<file path="config.mk">
export PLATFORM = sky130hd
export DESIGN_NAME = input_buffer
export DESIGN_NICKNAME = d
export VERILOG_FILES = /design/src/rtl/neural_network_pkg.sv /design/src/rtl/input_buffer.sv
export SDC_FILE = /design/constraint.sdc
export NUM_CORES = 1
export LEC_CHECK = 0
export BUFFER_PORTS_ARGS = -buffer_cell sky130_fd_sc_hd__buf_4
export CORE_AREA = 2 2 216 218
export CTS_CLUSTER_SIZE = 14
export DETAILED_ROUTE_END_ITERATION = 10
export DIE_AREA = 0 0 218 220
export GPL_TIMING_DRIVEN = 0
export PLACE_DENSITY_LB_ADDON = 0.1
export REMOVE_ABC_BUFFERS = 1
export SLEW_MARGIN = 20
export SYNTH_ARGS = -nofsm -noshare
export SYNTH_HDL_FRONTEND = slang
export SYNTH_SLANG_ARGS = --single-unit
</file>
<file path="constraint.sdc">
create_clock -name clock -period 38 [get_ports clock]
set_input_delay 7.6 -clock clock [delete_from_list [all_inputs] [get_ports clock]]
set_output_delay 7.6 -clock clock [all_outputs]
set_load 0.01 [all_outputs]
</file>
<file path="src/rtl/neural_network_pkg.sv">
// rtl/neural_network_pkg.sv - shared types and defaults for the neuron datapath
package neural_network_pkg;

  typedef enum logic {
    relu,
    sigmoid
  } activation_type;

  typedef enum logic [1:0] {
    FILLING,
    FIRE,
    WAIT_DONE
  } buffer_state_t;

  localparam int DEFAULT_DATA_WIDTH = 32;
  localparam int DEFAULT_NUM_INPUTS = 16;

endpackage

</file>
<file path="src/rtl/input_buffer.sv">
// rtl/input_buffer.sv - serial-to-parallel sample assembler feeding the neuron
// Holds a framed vector stable until the neuron signals completion.
module input_buffer
  import neural_network_pkg::*;
#(
  parameter int DATA_WIDTH = DEFAULT_DATA_WIDTH,
  parameter int NUM_INPUTS = DEFAULT_NUM_INPUTS
) (
  input  logic                         clock,
  input  logic                         reset,
  input  logic                         clear,
  input  logic                         in_valid,
  input  logic signed [DATA_WIDTH-1:0] in_data,
  input  logic                         in_last,
  output logic                         in_ready,
  output logic signed [DATA_WIDTH-1:0] inputs [NUM_INPUTS],
  output logic                         input_ready,
  input  logic                         neuron_done,
  output logic                         busy,
  output logic [$clog2(NUM_INPUTS+1)-1:0] fill_level,
  output logic                         frame_error
);

  localparam int IW = $clog2(NUM_INPUTS);
  localparam int FW = $clog2(NUM_INPUTS + 1);
  localparam logic [IW-1:0] LAST_INDEX = IW'(NUM_INPUTS - 1);

  buffer_state_t state;
  logic [IW-1:0] index;

  always_ff @(posedge clock or posedge reset) begin
    if (reset) begin
      state       <= FILLING;
      index       <= '0;
      fill_level  <= '0;
      input_ready <= 1'b0;
      frame_error <= 1'b0;
      busy        <= 1'b0;
      for (int i = 0; i < NUM_INPUTS; i++) inputs[i] <= '0;
    end else if (clear) begin
      state       <= FILLING;
      index       <= '0;
      fill_level  <= '0;
      input_ready <= 1'b0;
      frame_error <= 1'b0;
      busy        <= 1'b0;
      for (int i = 0; i < NUM_INPUTS; i++) inputs[i] <= '0;
    end else begin
      input_ready <= 1'b0;
      frame_error <= 1'b0;
      case (state)
        FILLING: begin
          if (in_valid) begin
            inputs[index] <= in_data;
            if (index == LAST_INDEX && in_last) begin
              // Index wraps to 0 here so it never exceeds the last slot.
              state       <= FIRE;
              input_ready <= 1'b1;
              busy        <= 1'b1;
              index       <= '0;
              fill_level  <= FW'(NUM_INPUTS);
            end else if (index == LAST_INDEX || in_last) begin
              // Misframed vector: restart; stale samples get overwritten.
              frame_error <= 1'b1;
              index       <= '0;
              fill_level  <= '0;
            end else begin
              index      <= index + IW'(1);
              fill_level <= fill_level + FW'(1);
            end
          end
        end
        FIRE: begin
          state <= WAIT_DONE;
        end
        WAIT_DONE: begin
          if (neuron_done) begin
            state      <= FILLING;
            busy       <= 1'b0;
            index      <= '0;
            fill_level <= '0;
          end
        end
        default: begin
          state <= FILLING;
        end
      endcase
    end
  end

  always_comb begin
    in_ready = (state == FILLING);
  end

endmodule
</file>
; ---- Yosys cells after proc, flatten, opt, wreduce, memory -nomap -nowiden
; Cells that the tools add are included.
[totals]
ff_bits = 526
in_bits = 38
out_inout_bits = 521
wordCells = 81
[op_classes]
addsub = 2
magnitude_cmp = 2
n_eq_ne = 6
mux = 37
bitwise_logic = 1
n_reduce_logical = 11
[op_table]
columns = op, count
row1 = two-way mux 512 bit, 3
row2 = bitwise mux 512 bit, 1
row3 = demux 32 bit (select 4 bit), 1
row4 = two-way mux 32 bit, 1
row5 = two-way mux 5 bit, 5
row6 = two-way mux 4 bit, 5
row7 = two-way mux 1 bit, 13
row8 = one-hot mux 5 bit (2 select lines), 1
row9 = two-way mux 2 bit, 4
row10 = one-hot mux 4 bit (2 select lines), 1
row11 = inequality test 3 bit (second input constant), 2
row12 = one-hot mux 2 bit (3 select lines), 1
row13 = AND reduction 3 bit, 2
row14 = adder 5 x 1 -> 5 bit (second input constant), 1
row15 = greater-or-equal comparator 5 bit (second input constant), 1
row16 = < comparator 5 x 1 -> 1 bit (second input constant), 1
row17 = NOT 4 -> 5 bit, 1
row18 = adder 4 x 1 -> 4 bit (second input constant), 1
row19 = == test 4 bit (second input constant), 1
row20 = AND reduction 4 bit, 1
row21 = nonzero test 2 bit, 2
row22 = inequality test 3 x 2 -> 1 bit (second input constant), 1
row23 = nonzero test 3 bit, 1
row24 = == test 2 x 1 -> 1 bit (second input constant), 1
row25 = other kinds (6), 7

; ---- Longest topological paths before layout
; Gate-level depths: netlist of run 1.
[logic_depth]
depth_word = 9
ltp_mapped = 9
mapped_depth_nobuf = 9

; ---- Worst setup path before layout of run 1
; OpenSTA, ideal clock, no wires.
[synth_path]
kind = input-to-reg
start = in in_last
end = reg fill_level[3]
setup_ns = 0.069
arrival_time_ns = 8.811
required_ns = 37.931
setup_slack_ns = 29.120
path_stages = 5
path_buffers = 0
path_cell_list = ha_1 -> nor3b_4 -> a21boi_2 -> or4b_1 -> nand3_1
[synth_via]
elab_chain_len = 6
[synth_lines]
columns = item, line_no
row1 = start: declaration, input_buffer.sv:14  ; input logic in_last,
row2 = logical OR 1 bit, input_buffer.sv:62  ; end else if (index == LAST_INDEX || in_last) begin
row3 = two-way mux 5 bit, input_buffer.sv:62
row4 = two-way mux 5 bit (*), input_buffer.sv:55  ; if (index == LAST_INDEX && in_last) begin
row5 = two-way mux 5 bit (*), input_buffer.sv:53  ; if (in_valid) begin
row6 = one-hot mux 5 bit (2 select lines) (*), input_buffer.sv:51  ; case (state)
row7 = two-way mux 5 bit (*), input_buffer.sv:40  ; end else if (clear) begin
row8 = end signal: assignment, input_buffer.sv:61  ; fill_level <= FW'(NUM_INPUTS);
row9 = end signal: assignment, input_buffer.sv:69  ; fill_level <= fill_level + FW'(1);
row10 = end: declaration, input_buffer.sv:20  ; output logic [$clog2(NUM_INPUTS+1)-1:0] fill_level,
; Mark *: on every way between the ends. The rest lies on a longest branch, timed or not. The select of a mux whose other input is x is not followed.
; A chain may end at the register's enable or synchronous reset.

; ---- Worst setup path after layout of run 1
[layout_path]
start = in in_valid
end = reg inputs[226] (netlist bit)
[layout_via]
elab_chain_len = 2
[layout_lines]
columns = item, line_no
row1 = start: declaration, input_buffer.sv:12  ; input logic in_valid,
row2 = nonzero test 2 bit (no line), n/a
row3 = AND reduction 2 bit (no line), n/a
row4 = end signal: indexed assignment, input_buffer.sv:54  ; inputs[index] <= in_data;
row5 = end: declaration, input_buffer.sv:16  ; output logic signed [DATA_WIDTH-1:0] inputs [NUM_INPUTS],
; No other way between the ends.

==> metrics.yaml, run 1 <==
portBuffers: 558
clkTransAtPathRegs_ps: 60
cp_top_family: "simple AND/OR/NAND/NOR gates"
ir_drop_v: 0.00003581
yosysUniqueCellTypes: 34
worstSetupPathType: "input port to register"
p_leak_nw: 12.84
r2r_slack_ps: 35130
status: "complete, no violations"
first_global_vias: 17690
grt_pass1_wl_microns: 114100
ctsLongestPathBuffers: 3
yosys_warnings: 0
worstPathArrival_ps: 9950
synth-seq-area-share_pct: 61.17
hold_buffers: 0
finalWirelength_microns: 78510
grtUsageTotal_pct: 32.05
num_antenna_cells: 0
wire_per_inst_microns: 22.73
crit_buf_inv: 4
cts_tree: "yes"
first_pass_iters: 5
setup_tns_ps: 0
antenna_left: 0
final_util_pct: 60.40
post-route-period-util_pct: 24.98
grt_start_max_net_pins: 127
clock-sinks: 526
path_common_cell: "buf_6"
slew_violations: 0
final_net_count: 2851
post-route-drc-count: 0
dpl.hpwl_microns: 49510
maxCapViolCount: 0
gp_congestion: 0.7982
skew_ps: 17.39
grt_overflow: 0
finalCriticalPeriod_ps: 9494
placementRows: 79
hold_class: "register to register"
ioPinCount: 559
tightest_slew_ps: 871.0
die_w_microns: 218
syn_inst: 2406
num_vias: 18710
async_flop_share_pct: 100.0
fmax_ghz: 0.1053
worstPathCellList: "buf_4 -> nor3b_4 -> buf_6 -> nand4_1 -> buf_6 -> buf_6 -> nand2_1 -> a21oi_1"
cts_buffers: 55
finalSetupViolations: 0
clock-root-buffer: "clkbuf_16"
cp-end-kind: "register"
h-tree-depth: 2
syn-cell-area_sq_um: 21520
synth-seq-cells: 526
synth_ff_type: "dfrtp_1"
cp_slowest_cell: "nor3b_4"
cp_data_required_time_ps: 38450
drt-initial-drc-count: 2194
postCtsSetupBuffers: 0
coreArea_sq_um: 45860
avgViaCountPerCell: 5.416
max_slew_margin_pct: 41.93
critPathLaunchType: "input port"
start_util_pct: 46.92
area_growth_pct: 28.72
antenna_found_initial: 0
insertion_delay_ps: 600
die_height_microns: 220
crit_path_max_incr_delay_ps: 680
drive_gt1_share_pct: 25.50
dp_slack_ps: 27920
syn_avg_cell_area_sq_um: 8.944
powerDensity_nw_per_um2: 43.17
crit_fanout: 19
fin_ws_ps: 28510
dieArea_sq_um: 47960
hold_viol_final: 0
rsz0062_at_grt: "no"
synth-edff-count: 0
ctsResizeCount: 0
cells in the final DEF (no fill, tap or decap), types with 8 or more instances in the layout:
cell	count
nand2_1	1025
buf_16	10
clkinv_2	10
buf_4	557
and3_2	9
ha_1	8
nand2_2	11
nand3_2	9
clkbuf_8	20
dfrtp_1	526
buf_6	9
a21oi_1	508
clkbuf_16	57
a21oi_2	10
inv_1	10
final cells by class:
| cell class | count | area, sq um |
|---|---|---|
| repair buffers | 583 | 4663 |
| well taps | 607 | 759.5 |
| inverters | 11 | 48.80 |
| flip-flops and latches | 526 | 13160 |
| fillers | 4006 | 18160 |
| clock inverters | 15 | 177.7 |
| multi-input cells | 1628 | 7161 |
| clock buffers | 84 | 1728 |
report_power, final:
group / internal, mW / switching (mW)
clock network: 0.338 / 0.226
registers: 0.564 / 0.00236
logic: 0.0143 / 0.0517
per-layer routing:
metal	track usage (%)	up-vias	wire, microns
li1	-	8482	-
met1	42.78	9224	31430
met2	49.75	838	36520
met3	7.633	163	7041
met4	14.69	0	3520
met5	0	-	0
worst register-to-register path, stage by stage (launching register included):
cell and delay, ps:
dfrtp_1 460, nor3b_4 700, buf_6 290, nand4_1 560, buf_6 390, buf_6 170, nand2_1 90, a21oi_1 70
sequential cells by signal, summed over array words and instances, names as in the netlist:
signal,flops
input_ready,1
inputs,512
state,2
busy,1
fill_level,5
frame_error,1
index,4
cell usage after synthesis, drive strengths merged (3+ instances only):
| cell | instances | share of area [%] |
|---|---|---|
| nand4 | 7 | 0.20 |
| nand2 | 1036 | 18 |
| a21oi | 518 | 12 |
| inv | 11 | 0.19 |
| and4 | 6 | 0.24 |
| o21ai | 5 | 0.12 |
| nor2 | 3 | 0.052 |
| and3 | 9 | 0.26 |
| nor3 | 3 | 0.070 |
| nor3b | 5 | 0.28 |
| ha | 8 | 0.47 |
| buf | 106 | 3.1 |
| nand3 | 16 | 0.56 |
| dfrtp | 526 | 61 |
| clkbuf | 135 | 2.4 |
cells by family after synthesis:
group	after synthesis	synth area share (%)
AOI/OAI and AO/OA	527	12.49
xor gates and xnor gates	1	0.04071
adders and majority gates	8	0.4652
buffers and inverters	252	5.669
DFF	526	61.17
muxes	2	0.09884
and+or+nand+nor	1090	20.07
metrics by stage:
stage | instances | instance area [sq um] | hold slack [ps] | power [mW]
4_1_cts | 3454 | 27700 | 523.7 | 1.204
2_1_floorplan | 2165 | 20340 | 520.2 | 0.5952
6_report | 3454 | 27700 | 520.8 | 1.196
3_5_place_dp | 3355 | 25790 | 515.8 | 0.6421
3_3_place_gp | 3330 | 25290 | 509.2 | 0.6383
5_1_grt | 3454 | 27700 | 539.1 | 1.233
final timing paths:
check                                              from                      end  cells after the start
worst max-delay path                           in_valid  inputs[226]$_DFFE_PP0P_                      8
worst min-delay path            inputs[475]$_DFFE_PP0P_  inputs[475]$_DFFE_PP0P_                      2
worst max register to register     state[1]$_DFFE_PP0P_  inputs[226]$_DFFE_PP0P_                      7
worst min register to register  inputs[475]$_DFFE_PP0P_  inputs[475]$_DFFE_PP0P_                      2
max in group asynchronous                         reset  inputs[504]$_DFFE_PP0P_                      4
min in group asynchronous                         reset  inputs[448]$_DFFE_PP0P_                      2
(Power assumes the default switching activity.)
==> inputs of run 2 (changes only) <==
--- a/config.mk
+++ b/config.mk
@@ -6,10 +6,10 @@
 export NUM_CORES = 1
 export LEC_CHECK = 0
 export BUFFER_PORTS_ARGS = -buffer_cell sky130_fd_sc_hd__buf_4
-export CORE_AREA = 2 2 216 218
+export CORE_AREA = 2 2 217 219
 export CTS_CLUSTER_SIZE = 14
 export DETAILED_ROUTE_END_ITERATION = 10
-export DIE_AREA = 0 0 218 220
+export DIE_AREA = 0 0 219 221
 export GPL_TIMING_DRIVEN = 0
 export PLACE_DENSITY_LB_ADDON = 0.1
 export REMOVE_ABC_BUFFERS = 1
==> constraint.sdc (replaced) <==
create_clock -name clock -period 9.52 [get_ports clock]
set_input_delay 1.904 -clock clock [delete_from_list [all_inputs] [get_ports clock]]
set_output_delay 1.904 -clock clock [all_outputs]
set_load 0.01 [all_outputs]
==> run 2 against run 1 <==
Against the previous run:
- via count fell by 0.18%
- first-iteration DRC count fell by 16%
- sequential cell count did not move
- worst hold slack barely moved
- worst setup slack got worse by 23000 ps
- sequential power rose to 4.0 times the previous value
- clock power rose to 3.8 times the previous value
- non-clock buffer count did not move
- largest cell class unchanged
- count of clock-buffer cells in the layout rose by 8
- critical path type unchanged
- highest routed layer unchanged
==> metrics.yaml, run 2 (synthesis results as in run 1) <==
largest_reg_flops: 512  # unchanged
grtUsageTotal_pct: 31.84  # was 32.05%
h-tree-depth: 2  # unchanged
mostFrequentLayoutCell: "nand2_1"  # unchanged
r2r_slack_ps: 6830  # was 35130 ps
insertion_delay_ps: 600  # about the same
p_comb_share_pct: 5.7  # was 5.5%
portBuffers: 558  # unchanged
rsz0062_at_grt: "no"  # unchanged
die_w_microns: 219  # was 218 microns
fmax_ghz: 0.2761
coreArea_sq_um: 46060  # was 45860 sq um
drive_gt1_share_pct: 25.01  # was 25.50%
antenna_left: 0  # unchanged
placementRows: 79  # unchanged
reg_top3: "inputs (512), fill_level (5), index (4)"  # unchanged
avgViaCountPerCell: 5.413  # was 5.416
dp_slack_ps: 5243  # was 27920 ps
wl_met2_microns: 36650  # was 36520 microns
clkTransAtPathRegs_ps: 60  # about the same
ir_drop_v: 0.0001474  # was 0.00003581 V
reg2reg_depth: 6  # was 7
p_leak_nw: 12.75  # was 12.84 nW
first_global_vias: 17460  # was 17690
antenna_found_initial: 0  # unchanged
worstSetupPathType: "input port to register"  # unchanged
finalSetupViolations: 0  # unchanged
wire_per_inst_microns: 22.70  # was 22.73 microns
top_layer_used: "met4"  # unchanged
drt-initial-drc-count: 1851  # was 2194
die_height_microns: 221  # was 220 microns
power_mw: 4.655  # was 1.196 mW
slew_violations: 0  # unchanged
critPathLaunchType: "input port"  # unchanged
first_pass_iters: 6  # was 5
grt_pass1_wl_microns: 115300  # was 114100 microns
p_sw_share_pct: 23.60  # was 23.39%
cts_tree: "yes"  # unchanged
status: "complete, no violations"  # unchanged
clock-sinks: 526  # unchanged
fin_ws_ps: 5898  # was 28510 ps
regMostFlops: "inputs"  # unchanged
num_vias: 18670  # was 18710
hold_viol_final: 0  # unchanged
r2r_end: "inputs[85]$_DFFE_PP0P_"  # was inputs[226]$_DFFE_PP0P_
gp_congestion: 0.7949  # was 0.7982
final_net_count: 2850  # was 2851
post-route-period-util_pct: 38.05
crit_fanout: 20  # was 19
cts_buffers: 54  # was 55
hold_buffers: 0  # unchanged
skew_ps: 22.17  # was 17.39 ps
clock-root-buffer: "clkbuf_16"  # unchanged
postCtsSetupBuffers: 0  # unchanged
tightest_slew_ps: 862.7  # was 871.0 ps
hold_depth: 2  # unchanged
ctsLongestPathBuffers: 3  # unchanged
ctsResizeCount: 0  # unchanged
area_growth_pct: 28.05  # was 28.72%
powerDensity_nw_per_um2: 168.9  # was 43.17 nW/um^2
reg2reg_from: "state[1]$_DFFE_PP0P_"  # unchanged
dpl.hpwl_microns: 49790  # was 49510 microns
start_util_pct: 46.72  # was 46.92%
switchingPower_mw: 1.099  # was 0.2797 mW
cp-end-kind: "register"  # unchanged
final_cell_mix: "nand2_1 (1025), buf_4 (557), dfrtp_1 (526)"  # unchanged
hold_start: "inputs[349]$_DFFE_PP0P_"  # was inputs[475]$_DFFE_PP0P_
dieArea_sq_um: 48400  # was 47960 sq um
p_clk_share_pct: 45.8  # was 47.1%
setup_tns_ps: 0  # unchanged
maxCapViolCount: 0  # unchanged
max_slew_margin_pct: 42.49  # was 41.93%
num_antenna_cells: 0  # unchanged
final_util_pct: 59.83  # was 60.40%
seq_power_share_pct: 48.6  # was 47.3%
wl_met1_microns: 31460  # was 31430 microns
finalCriticalPeriod_ps: 3622
hold-path-endpoint: "inputs[349]$_DFFE_PP0P_"  # was inputs[475]$_DFFE_PP0P_
wl_met3_microns: 7196  # was 7041 microns
ioPinCount: 559  # unchanged
grt_start_max_net_pins: 117  # was 127
worstPathArrival_ps: 4080  # was 9950 ps
hold_class: "register to register"  # unchanged
grt_overflow: 0  # unchanged
cp_data_required_time_ps: 9970  # was 38450 ps
finalWirelength_microns: 78300  # was 78510 microns
p_int_mw: 3.556  # was 0.9162 mW
post-route-drc-count: 0  # unchanged
-- run 2: cell count changes in the layout (fill, tap and decap cells not counted), sizes merged --
cell      change
bufinv        -3
clkinv        -8
clkbuf        +8
clkinvlp      -1
-- run 2: worst max-delay path by stage --
| stage | cells after the start | slack, ps | from | to |
|---|---|---|---|---|
| 6_report | 7 | 5900 | in_valid | inputs[85]$_DFFE_PP0P_ |
| 5_1_grt | 7 | 5770 | in_valid | inputs[85]$_DFFE_PP0P_ |
| 4_1_cts | 6 | 5800 | in_valid | inputs[163]$_DFFE_PP0P_ |
| 3_5_place_dp | 6 | 5240 | in_valid | inputs[94]$_DFFE_PP0P_ |
| 3_3_place_gp | 2 | -12760 | reset | inputs[148]$_DFFE_PP0P_ |
| 2_1_floorplan | 1 | -7080 | reset | busy$_DFFE_PP0P_ |
-- run 2: through the flow --
| step | hold WS [ps] | std cells | instance area (sq um) |
|---|---|---|---|
| after CTS | 524.2 | 3450 | 27550 |
| after detailed placement | 515.9 | 3355 | 25780 |
| after global routing | 537.7 | 3450 | 27560 |
| after floorplan | 520.2 | 2165 | 20340 |
| after global placement | 510.3 | 3330 | 25290 |
| final | 520.8 | 3450 | 27560 |
-- run 2: worst max-delay path, cell delays in order --
cell	delay, ps
buf_4	110
nor3b_4	600
buf_6	280
nand4_1	620
buf_6	410
nand2_1	80
a21oi_1	60
-- run 2: per-layer routing --
metal  up-vias  global-route usage, %
met2       779                  49.42
met1      9255                  42.76
met3       158                  9.086
met5         -                      0
li1       8482                      -
met4         0                  11.38
-- run 2: layout make-up --
type | count | area (sq um)
fillers | 4127 | 18510
flip-flops and latches | 526 | 13160
multi-input cells | 1628 | 7161
repair buffers | 583 | 4657
clock buffers | 92 | 1728
well taps | 607 | 759.5
inverters | 11 | 48.80
clock inverters | 3 | 40.04
-- run 2: power by group through the flow --
stage	combinational [mW]	sequential [mW]	clock, mW
floorplan	0.0675	2.31	0
global route	0.283	2.26	2.25
global placement	0.244	2.30	0
CTS	0.264	2.26	2.16
finish	0.264	2.26	2.13
detailed placement	0.264	2.30	0
==> inputs of run 3 (changes only) <==
--- a/config.mk
+++ b/config.mk
@@ -6,10 +6,10 @@
 export NUM_CORES = 1
 export LEC_CHECK = 0
 export BUFFER_PORTS_ARGS = -buffer_cell sky130_fd_sc_hd__buf_4
-export CORE_AREA = 2 2 217 219
+export CORE_MARGIN = 1.5
+export CORE_UTILIZATION = 48
 export CTS_CLUSTER_SIZE = 14
 export DETAILED_ROUTE_END_ITERATION = 10
-export DIE_AREA = 0 0 219 221
 export GPL_TIMING_DRIVEN = 0
 export PLACE_DENSITY_LB_ADDON = 0.1
 export REMOVE_ABC_BUFFERS = 1
==> constraint.sdc (replaced) <==
create_clock -name clock -period 3.3 [get_ports clock]
set_input_delay 0.66 -clock clock [delete_from_list [all_inputs] [get_ports clock]]
set_output_delay 0.66 -clock clock [all_outputs]
set_load 0.01 [all_outputs]
==> run 3 against run 2 <==
Against the previous run:
- largest cell class unchanged
- clock skew decreased by 9.7 ps
- power increased to 2.9 times the previous value
- global-route usage increased by 1.1 points
- clock power increased to 2.9 times the previous value
- count of clock-buffer cells in the layout decreased by 1
- register-to-register slack got worse by 6300 ps
- worst hold slack got worse by 500 ps
- sequential power increased to 2.9 times the previous value
- non-clock buffer count decreased by 1
- largest power group unchanged
- utilization increased by 2.5 points
- critical path type is now register to register
- first-iteration DRC count increased by 8.0%
==> metrics.yaml, run 3 (synthesis results as in run 1) <==
drt-initial-drc-count: 1999  # was 1851
portBuffers: 558  # unchanged
finalSetupViolations: 0  # unchanged
register_area_sq_um: 13160  # unchanged
p_leak_nw: 12.78  # was 12.75 nW
insertion_delay_ps: 600  # about the same
grt_start_max_net_pins: 129  # was 117
dpl.hpwl_microns: 48840  # was 49790 microns
start_util_pct: 48.66  # was 46.72%
cp-end-kind: "register"  # unchanged
worstPathCellList: "nor3b_4 -> buf_8 -> nand4_1 -> buf_6 -> nand2_1 -> a21oi_1"  # was buf_4 -> nor3b_4 -> buf_6 -> nand4_1 -> buf_6 -> nand2_1 -> a21oi_1
wire_per_inst_microns: 22.52  # was 22.70 microns
regMostFlops: "inputs"  # unchanged
worstPathArrival_ps: 3190  # was 4080 ps
fmax_ghz: 0.3655
skew_ps: 12.45  # was 22.17 ps
gp_congestion: 0.8135  # was 0.7949
powerDensity_nw_per_um2: 491.1  # was 168.9 nW/um^2
wl_met2_microns: 35450  # was 36650 microns
multiInputGateArea_sq_um: 7161  # unchanged
final_net_count: 2850  # unchanged
die_w_microns: 214.7  # was 219 microns
wl_met1_microns: 30790  # was 31460 microns
p_sw_share_pct: 23.62  # was 23.60%
num_vias: 18810  # was 18670
maxCapViolCount: 0  # unchanged
placementRows: 77  # was 79
wl_met3_microns: 7093  # was 7196 microns
tightest_slew_ps: 863.9  # was 862.7 ps
hold_class: "input port to async pin"  # was register to register
crit_buf_inv: 2  # was 3
coreArea_sq_um: 44220  # was 46060 sq um
reg_top3: "inputs (512), fill_level (5), index (4)"  # unchanged
slew_violations: 0  # unchanged
cp_top_family: "simple AND/OR/NAND/NOR gates"  # unchanged
postCtsSetupBuffers: 0  # unchanged
clkTransAtPathRegs_ps: 60  # about the same
worstSetupPathType: "register to register"  # was input port to register
hold_viol_final: 0  # unchanged
cp_slowest_cell: "nor3b_4"  # was nand4_1
max_slew_margin_pct: 42.35  # was 42.49%
finalCriticalPeriod_ps: 2736
crit_fanout: 19  # was 20
status: "complete, no violations"  # unchanged
ioPinCount: 559  # unchanged
dieArea_sq_um: 46110  # was 48400 sq um
grt_pass1_wl_microns: 114100  # was 115300 microns
clock-root-buffer: "clkbuf_16"  # unchanged
layoutNonFillerInstCount: 3438  # was 3450
n_fill_cell: 3757  # was 4127
switchingPower_mw: 3.199  # was 1.099 mW
h-tree-depth: 2  # unchanged
crit_path_max_incr_delay_ps: 760  # was 620 ps
mostFrequentLayoutCell: "nand2_1"  # unchanged
largest_reg_flops: 512  # unchanged
grtUsageTotal_pct: 32.96  # was 31.84%
p_clk_share_pct: 46.2  # was 45.8%
critPathLaunchType: "register"  # was input port
hold_buffers: 0  # unchanged
final_cell_mix: "nand2_1 (1025), buf_4 (557), dfrtp_1 (526)"  # unchanged
first_global_vias: 17780  # was 17460
p_comb_share_pct: 5.6  # was 5.7%
cts_buffers: 55  # was 54
antenna_left: 0  # unchanged
area_growth_pct: 28.15  # was 28.05%
ctsLongestPathBuffers: 3  # unchanged
hold_ws_ps: 24.05  # was 520.8 ps
antenna_found_initial: 2  # was 0
seq_power_share_pct: 48.1  # was 48.6%
clock-sinks: 526  # unchanged
avgViaCountPerCell: 5.471  # was 5.413
cp_data_required_time_ps: 3750  # was 9970 ps
ir_drop_v: 0.0004780  # was 0.0001474 V
top_layer_used: "met5"  # was met4
drive_gt1_share_pct: 25.21  # was 25.01%
finalWirelength_microns: 77420  # was 78300 microns
post-route-period-util_pct: 82.91
dp.cells: 3339  # was 3355
die_height_microns: 214.7  # was 221 microns
cts_tree: "yes"  # unchanged
rsz0062_at_grt: "no"  # unchanged
ctsResizeCount: 0  # unchanged
grt_overflow: 0  # unchanged
p_int_mw: 10.34  # was 3.556 mW
post-route-drc-count: 0  # unchanged
first_pass_iters: 6  # unchanged
run 3: cell count changes in the layout (fill, tap and decap cells not counted):
cell	previous run	this run
buf_12	1	0
clkinv_2	2	5
clkbuf_1	18	13
buf_8	3	4
diode_2	0	2
clkbuf_8	17	21
buf_6	12	11
run 3: layout make-up:
type | instances | share of cell area [%]
Tap cell | 592 | 2.686
Antenna cell | 2 | 0.01815
Multi-Input combinational cell | 1628 | 25.97
Inverter | 11 | 0.1769
Clock buffer | 91 | 6.397
Sequential cell | 526 | 47.73
Clock inverter | 6 | 0.1996
Timing Repair Buffer | 582 | 16.83
run 3: power groups by stage:
stage / Combinational, mW / Clock, mW / Sequential [mW]
after CTS: 0.758 / 6.34 / 6.52
final: 0.762 / 6.26 / 6.52
after floorplan: 0.195 / 0 / 6.66
after global routing: 0.809 / 6.58 / 6.52
after detailed placement: 0.758 / 0 / 6.64
after global placement: 0.700 / 0 / 6.64
run 3: worst paths after layout:
path	startpoint	endpoint	slack [ps]	depth (start not counted)
setup / recovery	state[0]$_DFFE_PP0P_	inputs[88]$_DFFE_PP0P_	560	6
max in group asynchronous	reset	inputs[104]$_DFFE_PP0P_	1460	5
hold / removal	reset	inputs[449]$_DFFE_PP0P_	20	2
hold reg to reg	inputs[168]$_DFFE_PP0P_	inputs[168]$_DFFE_PP0P_	520	2
setup reg to reg	state[0]$_DFFE_PP0P_	inputs[88]$_DFFE_PP0P_	560	6
min in group clock	neuron_done	state[1]$_DFFE_PP0P_	400	4
run 3: stage by stage:
stage | setup WS (ps) | setup TNS, ps | util [%] | total power, mW | instance area, sq um
2_1_floorplan | -12060 | -6341870 | - | 6.854 | 20340
3_3_place_gp | -17600 | -9999700 | 57.15 | 7.344 | 25270
3_5_place_dp | 181.9 | 0 | 58.22 | 7.394 | 25750
4_1_cts | 379.0 | 0 | 62.34 | 13.62 | 27570
5_1_grt | 355.0 | 0 | 62.36 | 13.91 | 27580
6_report | 563.9 | 0 | 62.36 | 13.54 | 27580
run 3: worst reg2reg max path, stage by stage, from the launching register on:
cell and delay [ps]:
dfrtp_1 440, nor3b_4 760, buf_8 250, nand4_1 580, buf_6 400, nand2_1 80, a21oi_1 70
run 3: layer usage:
layer / vias to the layer above / global-route usage (%)
li1: 8477 / -
met1: 9250 / 44.07
met2: 898 / 50.61
met3: 182 / 7.799
met4: 2 / 16.34
met5: - / 0
